===== src/rtl/lc3b_types_pkg.sv =====
// rtl/lc3b_types_pkg.sv - shared LC-3b word/line types and eviction buffer state encoding
package lc3b_types;

    typedef logic [15:0]  lc3b_word;
    typedef logic [127:0] lc3b_line;

    typedef enum logic [1:0] {
        IDLE  = 2'd0,
        READ  = 2'd1,
        WRITE = 2'd2,
        GAP   = 2'd3
    } ewb_state_t;

endpackage


===== src/rtl/ewb_ctrl_n_entry_array.sv =====
// rtl/ewb_ctrl_n_entry_array.sv - circular line store with youngest-match address CAM
module ewb_entry_array #(
    parameter int DEPTH  = 4,
    parameter int ADDR_W = 16,
    parameter int LINE_W = 128
) (
    input  logic                       clk,
    input  logic                       rst_n,
    input  logic                       push,
    input  logic [ADDR_W-1:0]          push_addr,
    input  logic [LINE_W-1:0]          push_line,
    input  logic                       pop,
    input  logic                       wr_en,
    input  logic [$clog2(DEPTH)-1:0]   wr_idx,
    input  logic [LINE_W-1:0]          wr_line,
    input  logic [ADDR_W-1:0]          lookup_addr,
    output logic                       hit,
    output logic [$clog2(DEPTH)-1:0]   hit_idx,
    output logic [LINE_W-1:0]          hit_line,
    output logic [$clog2(DEPTH)-1:0]   head_idx,
    output logic [ADDR_W-1:0]          head_addr,
    output logic [LINE_W-1:0]          head_line,
    output logic [$clog2(DEPTH):0]     count,
    output logic                       full
);

    localparam int PW = $clog2(DEPTH);
    localparam int CW = $clog2(DEPTH) + 1;
    localparam logic [PW-1:0] LAST = PW'(DEPTH - 1);

    logic [DEPTH-1:0]  valid_q;
    logic [ADDR_W-1:0] addr_q [DEPTH];
    logic [LINE_W-1:0] line_q [DEPTH];
    logic [PW-1:0]     head_q;
    logic [PW-1:0]     tail_q;
    logic [CW-1:0]     count_q;
    logic [PW-1:0]     scan_idx;
    logic              push_ok;
    logic              pop_ok;

    function automatic logic [PW-1:0] ptr_inc(input logic [PW-1:0] p);
        return (p == LAST) ? '0 : p + 1'b1;
    endfunction

    assign full    = (count_q == CW'(DEPTH));
    assign push_ok = push && !full;
    assign pop_ok  = pop && (count_q != '0);

    always_ff @(posedge clk or negedge rst_n) begin
        if (!rst_n) begin
            valid_q <= '0;
            head_q  <= '0;
            tail_q  <= '0;
            count_q <= '0;
        end else begin
            if (push_ok) begin
                valid_q[tail_q] <= 1'b1;
                tail_q          <= ptr_inc(tail_q);
            end
            if (pop_ok) begin
                valid_q[head_q] <= 1'b0;
                head_q          <= ptr_inc(head_q);
            end
            if (push_ok && !pop_ok) begin
                count_q <= count_q + 1'b1;
            end else if (pop_ok && !push_ok) begin
                count_q <= count_q - 1'b1;
            end
        end
    end

    // Payload is qualified by valid_q, so it needs no reset.
    always_ff @(posedge clk) begin
        if (push_ok) begin
            addr_q[tail_q] <= push_addr;
            line_q[tail_q] <= push_line;
        end
        if (wr_en) begin
            line_q[wr_idx] <= wr_line;
        end
    end

    // Scan oldest to youngest so the last match seen is the youngest.
    always_comb begin
        hit      = 1'b0;
        hit_idx  = head_q;
        scan_idx = head_q;
        for (int i = 0; i < DEPTH; i++) begin
            scan_idx = head_q + PW'(i);
            if (valid_q[scan_idx] && (addr_q[scan_idx] == lookup_addr)) begin
                hit     = 1'b1;
                hit_idx = scan_idx;
            end
        end
    end

    assign hit_line  = line_q[hit_idx];
    assign head_idx  = head_q;
    assign head_addr = addr_q[head_q];
    assign head_line = line_q[head_q];
    assign count     = count_q;

endmodule


===== src/rtl/ewb_ctrl_n.sv =====
// rtl/ewb_ctrl_n.sv - multi-entry eviction/write buffer between L1 and the L2/memory port
module ewb_ctrl_n
    import lc3b_types::*;
#(
    parameter int DEPTH        = 4,
    parameter int ADDR_W       = $bits(lc3b_word),
    parameter int LINE_W       = $bits(lc3b_line),
    parameter int DRAIN_THRESH = 1
) (
    input  logic                     clk,
    input  logic                     rst_n,
    input  logic                     orig_strobe,
    input  logic                     orig_write,
    input  logic [ADDR_W-1:0]        orig_addr,
    input  logic [LINE_W-1:0]        orig_wdata,
    output logic [LINE_W-1:0]        orig_rdata,
    output logic                     orig_resp,
    output logic                     dest_strobe,
    output logic                     dest_write,
    output logic [ADDR_W-1:0]        dest_addr,
    output logic [LINE_W-1:0]        dest_wdata,
    input  logic [LINE_W-1:0]        dest_rdata,
    input  logic                     dest_resp,
    output logic [$clog2(DEPTH):0]   count,
    output logic                     full
);

    localparam int PW = $clog2(DEPTH);
    localparam int CW = $clog2(DEPTH) + 1;
    localparam logic [CW-1:0] THRESH = CW'(DRAIN_THRESH);

    ewb_state_t        state_q;
    ewb_state_t        state_d;
    logic              hit;
    logic [PW-1:0]     hit_idx;
    logic [LINE_W-1:0] hit_line;
    logic [PW-1:0]     head_idx;
    logic [ADDR_W-1:0] head_addr;
    logic [LINE_W-1:0] head_line;
    logic              wr_req;
    logic              rd_req;
    logic              draining;
    logic              coalesce;
    logic              push;
    logic              pop;

    assign wr_req   = orig_strobe && orig_write && (state_q != READ);
    assign rd_req   = orig_strobe && !orig_write;
    assign draining = (state_q == WRITE);
    // The head line is on the bus while draining, so it must not change under it.
    assign coalesce = wr_req && hit && !(draining && (hit_idx == head_idx));
    assign push     = wr_req && !coalesce && !full;
    assign pop      = draining && dest_resp;

    ewb_entry_array #(
        .DEPTH  (DEPTH),
        .ADDR_W (ADDR_W),
        .LINE_W (LINE_W)
    ) u_entries (
        .clk         (clk),
        .rst_n       (rst_n),
        .push        (push),
        .push_addr   (orig_addr),
        .push_line   (orig_wdata),
        .pop         (pop),
        .wr_en       (coalesce),
        .wr_idx      (hit_idx),
        .wr_line     (orig_wdata),
        .lookup_addr (orig_addr),
        .hit         (hit),
        .hit_idx     (hit_idx),
        .hit_line    (hit_line),
        .head_idx    (head_idx),
        .head_addr   (head_addr),
        .head_line   (head_line),
        .count       (count),
        .full        (full)
    );

    always_ff @(posedge clk or negedge rst_n) begin
        if (!rst_n) begin
            state_q <= IDLE;
        end else begin
            state_q <= state_d;
        end
    end

    always_comb begin
        state_d     = state_q;
        dest_strobe = 1'b0;
        dest_write  = 1'b0;
        dest_addr   = '0;
        dest_wdata  = '0;
        orig_resp   = 1'b0;
        orig_rdata  = '0;

        if (wr_req) begin
            orig_resp = coalesce || !full;
        end else if (rd_req && hit && (state_q != READ)) begin
            orig_resp  = 1'b1;
            orig_rdata = hit_line;
        end

        case (state_q)
            IDLE: begin
                if (rd_req && !hit) begin
                    state_d = READ;
                end else if ((count >= THRESH) || ((count != '0) && !orig_strobe)) begin
                    state_d = WRITE;
                end
            end
            READ: begin
                dest_strobe = 1'b1;
                dest_addr   = orig_addr;
                orig_resp   = dest_resp;
                orig_rdata  = dest_rdata;
                if (dest_resp) begin
                    state_d = GAP;
                end
            end
            WRITE: begin
                dest_strobe = 1'b1;
                dest_write  = 1'b1;
                dest_addr   = head_addr;
                dest_wdata  = head_line;
                if (dest_resp) begin
                    state_d = GAP;
                end
            end
            GAP: begin
                state_d = IDLE;
            end
            default: begin
                state_d = IDLE;
            end
        endcase
    end

endmodule


===== config.mk =====
export PLATFORM = sky130hd
export DESIGN_NAME = ewb_ctrl_n
export DESIGN_NICKNAME = d
export VERILOG_FILES = /design/src/rtl/lc3b_types_pkg.sv /design/src/rtl/ewb_ctrl_n_entry_array.sv /design/src/rtl/ewb_ctrl_n.sv
export SDC_FILE = /design/constraint.sdc
export NUM_CORES = 1
export LEC_CHECK = 0
export CORE_UTILIZATION = 55
export CTS_CLUSTER_SIZE = 16
export DETAILED_ROUTE_END_ITERATION = 7
export PLACE_DENSITY_LB_ADDON = 0.12
export SLEW_MARGIN = 20
export SYNTH_ARGS = -nofsm -noshare
export SYNTH_HDL_FRONTEND = slang
export SYNTH_SLANG_ARGS = --single-unit
export TNS_END_PERCENT = 50

===== constraint.sdc =====
create_clock -name clk -period 16.1 [get_ports clk]
set_input_delay 1.61 -clock clk [delete_from_list [all_inputs] [get_ports clk]]
set_output_delay 1.61 -clock clk [all_outputs]
set_load 0.005 [all_outputs]

==> flow_summary.toml, run 1 <==
[clock_network]
postCtsResizedCells = 0
cts_num_sinks = 589
htreeDepth = 2
cts_root_buffer = "clkbuf_16"
cts_tree = "done"
postCtsSetupBuffers = 0
clockBufferDepth = 3
cts_inserted_buffers = 60
clk_pin_slew_ns = 0.06
cts_hold_buf = 0
clk_latency_ns = 0.63

[yosys]
netlist.top_cell.by_area = "edfxtp_1"
synth-async-reset-ratio = 0.0221
ys_warn_count = 0
synth.area.top_cells = "edfxtp_1 58%, mux4_2 14%, mux2i_1 9.7%"
syn_avg_cell_area_sq_um = 16.0
ys_seq_area_frac = 0.592
yosysMostFrequentCell = "edfxtp_1"
ys_ff_latch = 589
synth_area_sq_mm = 0.0298
synth.cells.most_frequent = "576 x edfxtp_1, 288 x mux2i_1, 180 x mux4_2"
ys.flop_type = "edfxtp_1"
synth_top_area_frac = 0.581
synth_edf_count = 576
synth_nets = 2160
netlist_instances = 1867
yosysUniqueCellTypes = 61

[grt]
grt_pass1_wl_microns = 127000
first_global_vias = 19900
grt_overflow_total = 0
grt_max_degree = 140
antenna_found_initial = 26
met3_usage = 0.0840
grt_use_total = 0.306
top_usage_layer = "met2"
use_met1 = 0.399
met2_usage = 0.490

[setup_path]
critPathCaptureType = "output port"
slowest_stage = "buf_4"
criticalPathCategory = "flip-flop to output port"
crit_chain = "inv_2 -> ha_2 -> buf_4 -> mux4_2 -> xnor2_1 -> nand4_1 -> nor4_2 -> o211ai_2 -> o21ai_1 -> xnor2_4 -> buf_12 -> buf_4 -> mux2i_1 -> o221ai_1 -> clkdlybuf4s50_1"
cpMostUsedCell = "buf_4"
worst-path-max-fanout = 130
start_kind = "flip-flop"
critPathRequiredTime_ns = 14.49
cp.arrival_ns = 8.33
slowest_delay_ns = 1.01

[placement]
hpwl_microns = 53700
numPortBuffers = 555
place.gp.congestion = 0.889

[layout]
area_growth_pct = 26.5
drive_gt1_frac = 0.126
num-nets-final = 2647

[power]
leakagePower_nw = 12.6
power_mw = 6.18
vdd_drop_max_v = 0.000150
powerDensity_mw_per_mm2 = 164

[route]
postRouteAntennaNets = 0
drt_iter0_markers = 1523
routedWlPerCell_microns = 27.4
viasPerCell = 6.38
vias = 19800
drc = 0
routed_wl_microns = 85000
dr.pass1.iters = 5

[floorplan]
dieArea_sq_mm = 0.0551
core_area_sq_mm = 0.0531
start_util = 0.561
fp-row-count = 84
die_h_microns = 235
fp.dieW_microns = 235
io-pin-count = 556

[timing]
drv_slew = 0
period_share = 0.618
rsz0062_at_grt = "no"
worst_pin_slew_ns = 1.18
slew-limit-headroom = 0.212
hold_viol = 0
worst_clock_skew_ns = 0.0184
fmax_mhz = 101
setup-tns-final_ns = 0
fin_crit_ns = 9.94
finalSetupViolCount = 0

[hold_path]
hold_path_class = "flip-flop to flip-flop"

[run]
max_cap_viol_count = 0

[run_status]
status = "complete, no violations"
[stage by stage]
| stage | util | cells | hold slack (ns) | cell area (sq um) | setup WS (ns) |
|---|---|---|---|---|---|
| after CTS | 0.709 | 3086 | 0.603 | 37600 | 6.19 |
| after global routing | 0.710 | 3102 | 0.653 | 37700 | 5.67 |
| final | 0.710 | 3105 | 0.612 | 37700 | 6.16 |
| after floorplan | - | 1867 | 0.532 | 29800 | 5.21 |
| after global placement | 0.672 | 2980 | 0.574 | 35700 | 7.00 |
| after detailed placement | 0.672 | 2980 | 0.589 | 35700 | 6.90 |
[kinds of logic after synthesis]
kind of cell	Yosys count	share of synthesized area
adders and majority gates	16	0.00672
buffers and inverters	168	0.0301
xor gates and xnor gates	71	0.0211
AOI/OAI and AO/OA	189	0.0532
DFF	589	0.592
and+or+nand+nor	362	0.0630
muxes	472	0.234
[layout by cell type, fill, tap and decap left out, types with 16 or more instances in the layout]
cell type        instances
a22oi_1                 16
and2_1                 134
buf_4                   19
clkbuf_1                17
clkbuf_16               61
clkdlybuf4s50_1        555
diode_2                 19
edfxtp_1               576
mux2i_1                288
mux4_2                 180
nand2_1                151
nor2b_1                 22
o221ai_1               132
xnor2_1                 51
xor2_1                  19
[cell type report]
class	count	area, sq um
Multi-Input combinational cell	1110	11400
Inverter	17	63.8
Sequential cell	589	17600
Timing Repair Buffer	576	5740
Antenna cell	19	47.5
Fill cell	3515	15400
Tap cell	688	861
Clock buffer	78	1590
Clock inverter	28	367
[layer usage]
layer / vias up / part of all wire
li1: 8529 / -
met1: 10200 / 0.39
met2: 951 / 0.49
met3: 160 / 0.094
met4: 16 / 0.033
met5: - / 0.0013
[power by group]
group | internal [mW] | switching [mW] | total (mW) | leakage, nW
clock network | 0.834 | 0.574 | 1.41 | 0.954
registers | 1.86 | 0.136 | 1.99 | 5.37
logic | 1.45 | 1.32 | 2.77 | 6.25
[critical path, delay by kind of cell (launching register included)]
kind,cells,cell delay [ns]
compound gates,3,0.93
xor+xnor,2,0.38
fa+ha+maj,1,0.74
buf+inv,5,3.11
flops,1,1.00
mux,2,0.58
simple gates,2,0.68
[sequential cells by signal, summed over array words and instances (netlist names)]
signal / cells
u_entries.line_q: 512
u_entries.addr_q: 64
u_entries.valid_q: 4
u_entries.tail_q: 2
u_entries.count: 3
u_entries.head_idx: 2
state_q: 2
[worst paths after layout]
kind,start,slack (ns),endpoint,cells past startpoint
max,u_entries.head_idx[0],6.16,orig_rdata[72],15
min,u_entries.count[1],0.61,u_entries.count[1],2
max reg2reg,u_entries.head_idx[0],8.02,u_entries.line_q[1][17],14
min reg2reg,u_entries.count[1],0.61,u_entries.count[1],2
max in group asynchronous,rst_n,14.06,u_entries.head_idx[1],1
min in group asynchronous,rst_n,1.45,u_entries.head_idx[0],1
(Power assumes the default switching activity.)
==> inputs of run 2 (changes only) <==
--- a/config.mk
+++ b/config.mk
@@ -5,7 +5,7 @@
 export SDC_FILE = /design/constraint.sdc
 export NUM_CORES = 1
 export LEC_CHECK = 0
-export CORE_UTILIZATION = 55
+export CORE_UTILIZATION = 48
 export CTS_CLUSTER_SIZE = 16
 export DETAILED_ROUTE_END_ITERATION = 7
 export PLACE_DENSITY_LB_ADDON = 0.12
==> constraint.sdc (replaced) <==
create_clock -name clk -period 8.9 [get_ports clk]
set_input_delay 0.89 -clock clk [delete_from_list [all_inputs] [get_ports clk]]
set_output_delay 0.89 -clock clk [all_outputs]
set_load 0.005 [all_outputs]
==> run 2 against run 1 <==
Against the previous run: clock power up 77%; largest cell class unchanged; total power up 80%; highest routed layer unchanged; setup slack worse by 5.2 ns; utilization down 8.6 points; largest power group unchanged.
==> flow_summary.toml, run 2 (synthesized netlist as in run 1, its figures left out) <==
[run_status]
status = "complete, no violations"

[timing]
slew-limit-headroom = 0.297
fmax_mhz = 126
period_share = 0.895
worst_pin_slew_ns = 1.05
setup-tns-final_ns = 0
drv_slew = 0
finalSetupViolCount = 0
hold_viol = 0
rsz0062_at_grt = "no"
worst_clock_skew_ns = 0.0334
fin_crit_ns = 7.97
whs_ns = 0.643

[layout]
top_regs = "u_entries.line_q: 512 flops, u_entries.addr_q: 64 flops, u_entries.valid_q: 4 flops"
nFillCells = 4524
drive_gt1_frac = 0.132
final_cell_mix = "576 x edfxtp_1, 555 x clkdlybuf4s50_1, 288 x mux2i_1"
largest_reg_flops = 512
top_register = "u_entries.line_q"
stdcell_count = 3212
area_growth_pct = 27.4
seqCellArea_sq_mm = 0.0176
num-nets-final = 2656
layout_commonest_cell = "edfxtp_1"
multi_input_area_sq_mm = 0.0114

[setup_path]
cp.arrival_ns = 7.08
criticalPathCategory = "flip-flop to output port"
worst-path-max-fanout = 68
critPathRequiredTime_ns = 8.01
start_kind = "flip-flop"
critPathCaptureType = "output port"

[grt]
grt_pass1_wl_microns = 127000
grt_use_total = 0.269
grt_overflow_total = 0
first_global_vias = 20100
antenna_found_initial = 25
grt_max_degree = 135

[clock_network]
postCtsSetupBuffers = 0
cts_tree = "done"
cts_inserted_buffers = 61
clockBufferDepth = 3
cts_root_buffer = "clkbuf_16"
cts_hold_buf = 0
clk_latency_ns = 0.64
postCtsResizedCells = 0
htreeDepth = 2
cts_num_sinks = 589
clk_pin_slew_ns = 0.06

[hold_path]
hold_path_class = "flip-flop to flip-flop"

[placement]
dp_cells = 3082
hpwl_microns = 55800
place.gp.congestion = 0.892
numPortBuffers = 555

[floorplan]
die_h_microns = 251
io-pin-count = 556
dieArea_sq_mm = 0.0631
fp-row-count = 90
start_util = 0.490
core_area_sq_mm = 0.0608
fp.dieW_microns = 251

[route]
drc = 0
viasPerCell = 6.10
postRouteAntennaNets = 0
drt_iter0_markers = 1341
dr.pass1.iters = 5
vias = 19600
routed_wl_microns = 86200
routedWlPerCell_microns = 26.8

[power]
leakagePower_nw = 12.6
vdd_drop_max_v = 0.000259
powerDensity_mw_per_mm2 = 293
power_mw = 11.1

[run]
max_cap_viol_count = 0
run 2: area by class of cell:
type / instances / area share
diodes: 16 / 0.00106
clock buffers: 78 / 0.0427
clock inverters: 36 / 0.00851
inverters: 17 / 0.00168
multi-input cells: 1110 / 0.300
flip-flops and latches: 589 / 0.465
well taps: 782 / 0.0258
repair buffers: 584 / 0.156
run 2: worst paths after layout:
check,cells past startpoint,slack (ns),endpoint,startpoint
setup / recovery,13,0.93,orig_rdata[88],u_entries.head_idx[1]
setup reg to reg,12,2.56,u_entries.line_q[1][49],u_entries.head_idx[1]
hold / removal,2,0.64,u_entries.count[1],u_entries.count[1]
min in group asynchronous,1,0.69,u_entries.valid_q[1],rst_n
max in group asynchronous,1,7.70,u_entries.head_idx[0],rst_n
hold reg to reg,2,0.64,u_entries.count[1],u_entries.count[1]
run 2: routing by layer:
layer	GRT usage	part of all wire
met2	0.438	0.49
met1	0.337	0.39
met5	0	0.0016
met3	0.0761	0.084
met4	0.115	0.041
run 2: worst max-delay path: stages, from the launching register on:
cell and delay, ns:
dfrtp_4 0.67, inv_1 0.19, ha_2 1.06, mux4_2 0.62, xnor2_1 0.43, nand3_1 0.20
nor4_1 0.36, nand3b_1 0.15, nor3_1 0.22, o31ai_2 0.17, nand3_4 0.53, buf_4 0.84
o221ai_1 0.38, clkdlybuf4s50_1 0.54
run 2: where the power goes:
group	internal (mW)	switching, mW
Sequential	3.36	0.179
Combinational	2.64	2.46
Clock	1.43	1.06
run 2: per-stage QoR:
step | setup slack, ns | utilization | instance area (sq um)
floorplan | -1.99 | - | 29800
global placement | 1.65 | 0.591 | 35900
finish | 0.933 | 0.624 | 37900
detailed placement | 1.60 | 0.591 | 36000
global route | 0.651 | 0.624 | 37900
CTS | 0.934 | 0.623 | 37900
==> inputs of run 3 (changes only) <==
--- a/config.mk
+++ b/config.mk
@@ -9,6 +9,7 @@
 export CTS_CLUSTER_SIZE = 16
 export DETAILED_ROUTE_END_ITERATION = 7
 export PLACE_DENSITY_LB_ADDON = 0.12
+export SKIP_LAST_GASP = 1
 export SLEW_MARGIN = 20
 export SYNTH_ARGS = -nofsm -noshare
 export SYNTH_HDL_FRONTEND = slang
==> results of run 3 <==
No change in the layout: final DEF, timing and power equal those of run 2.
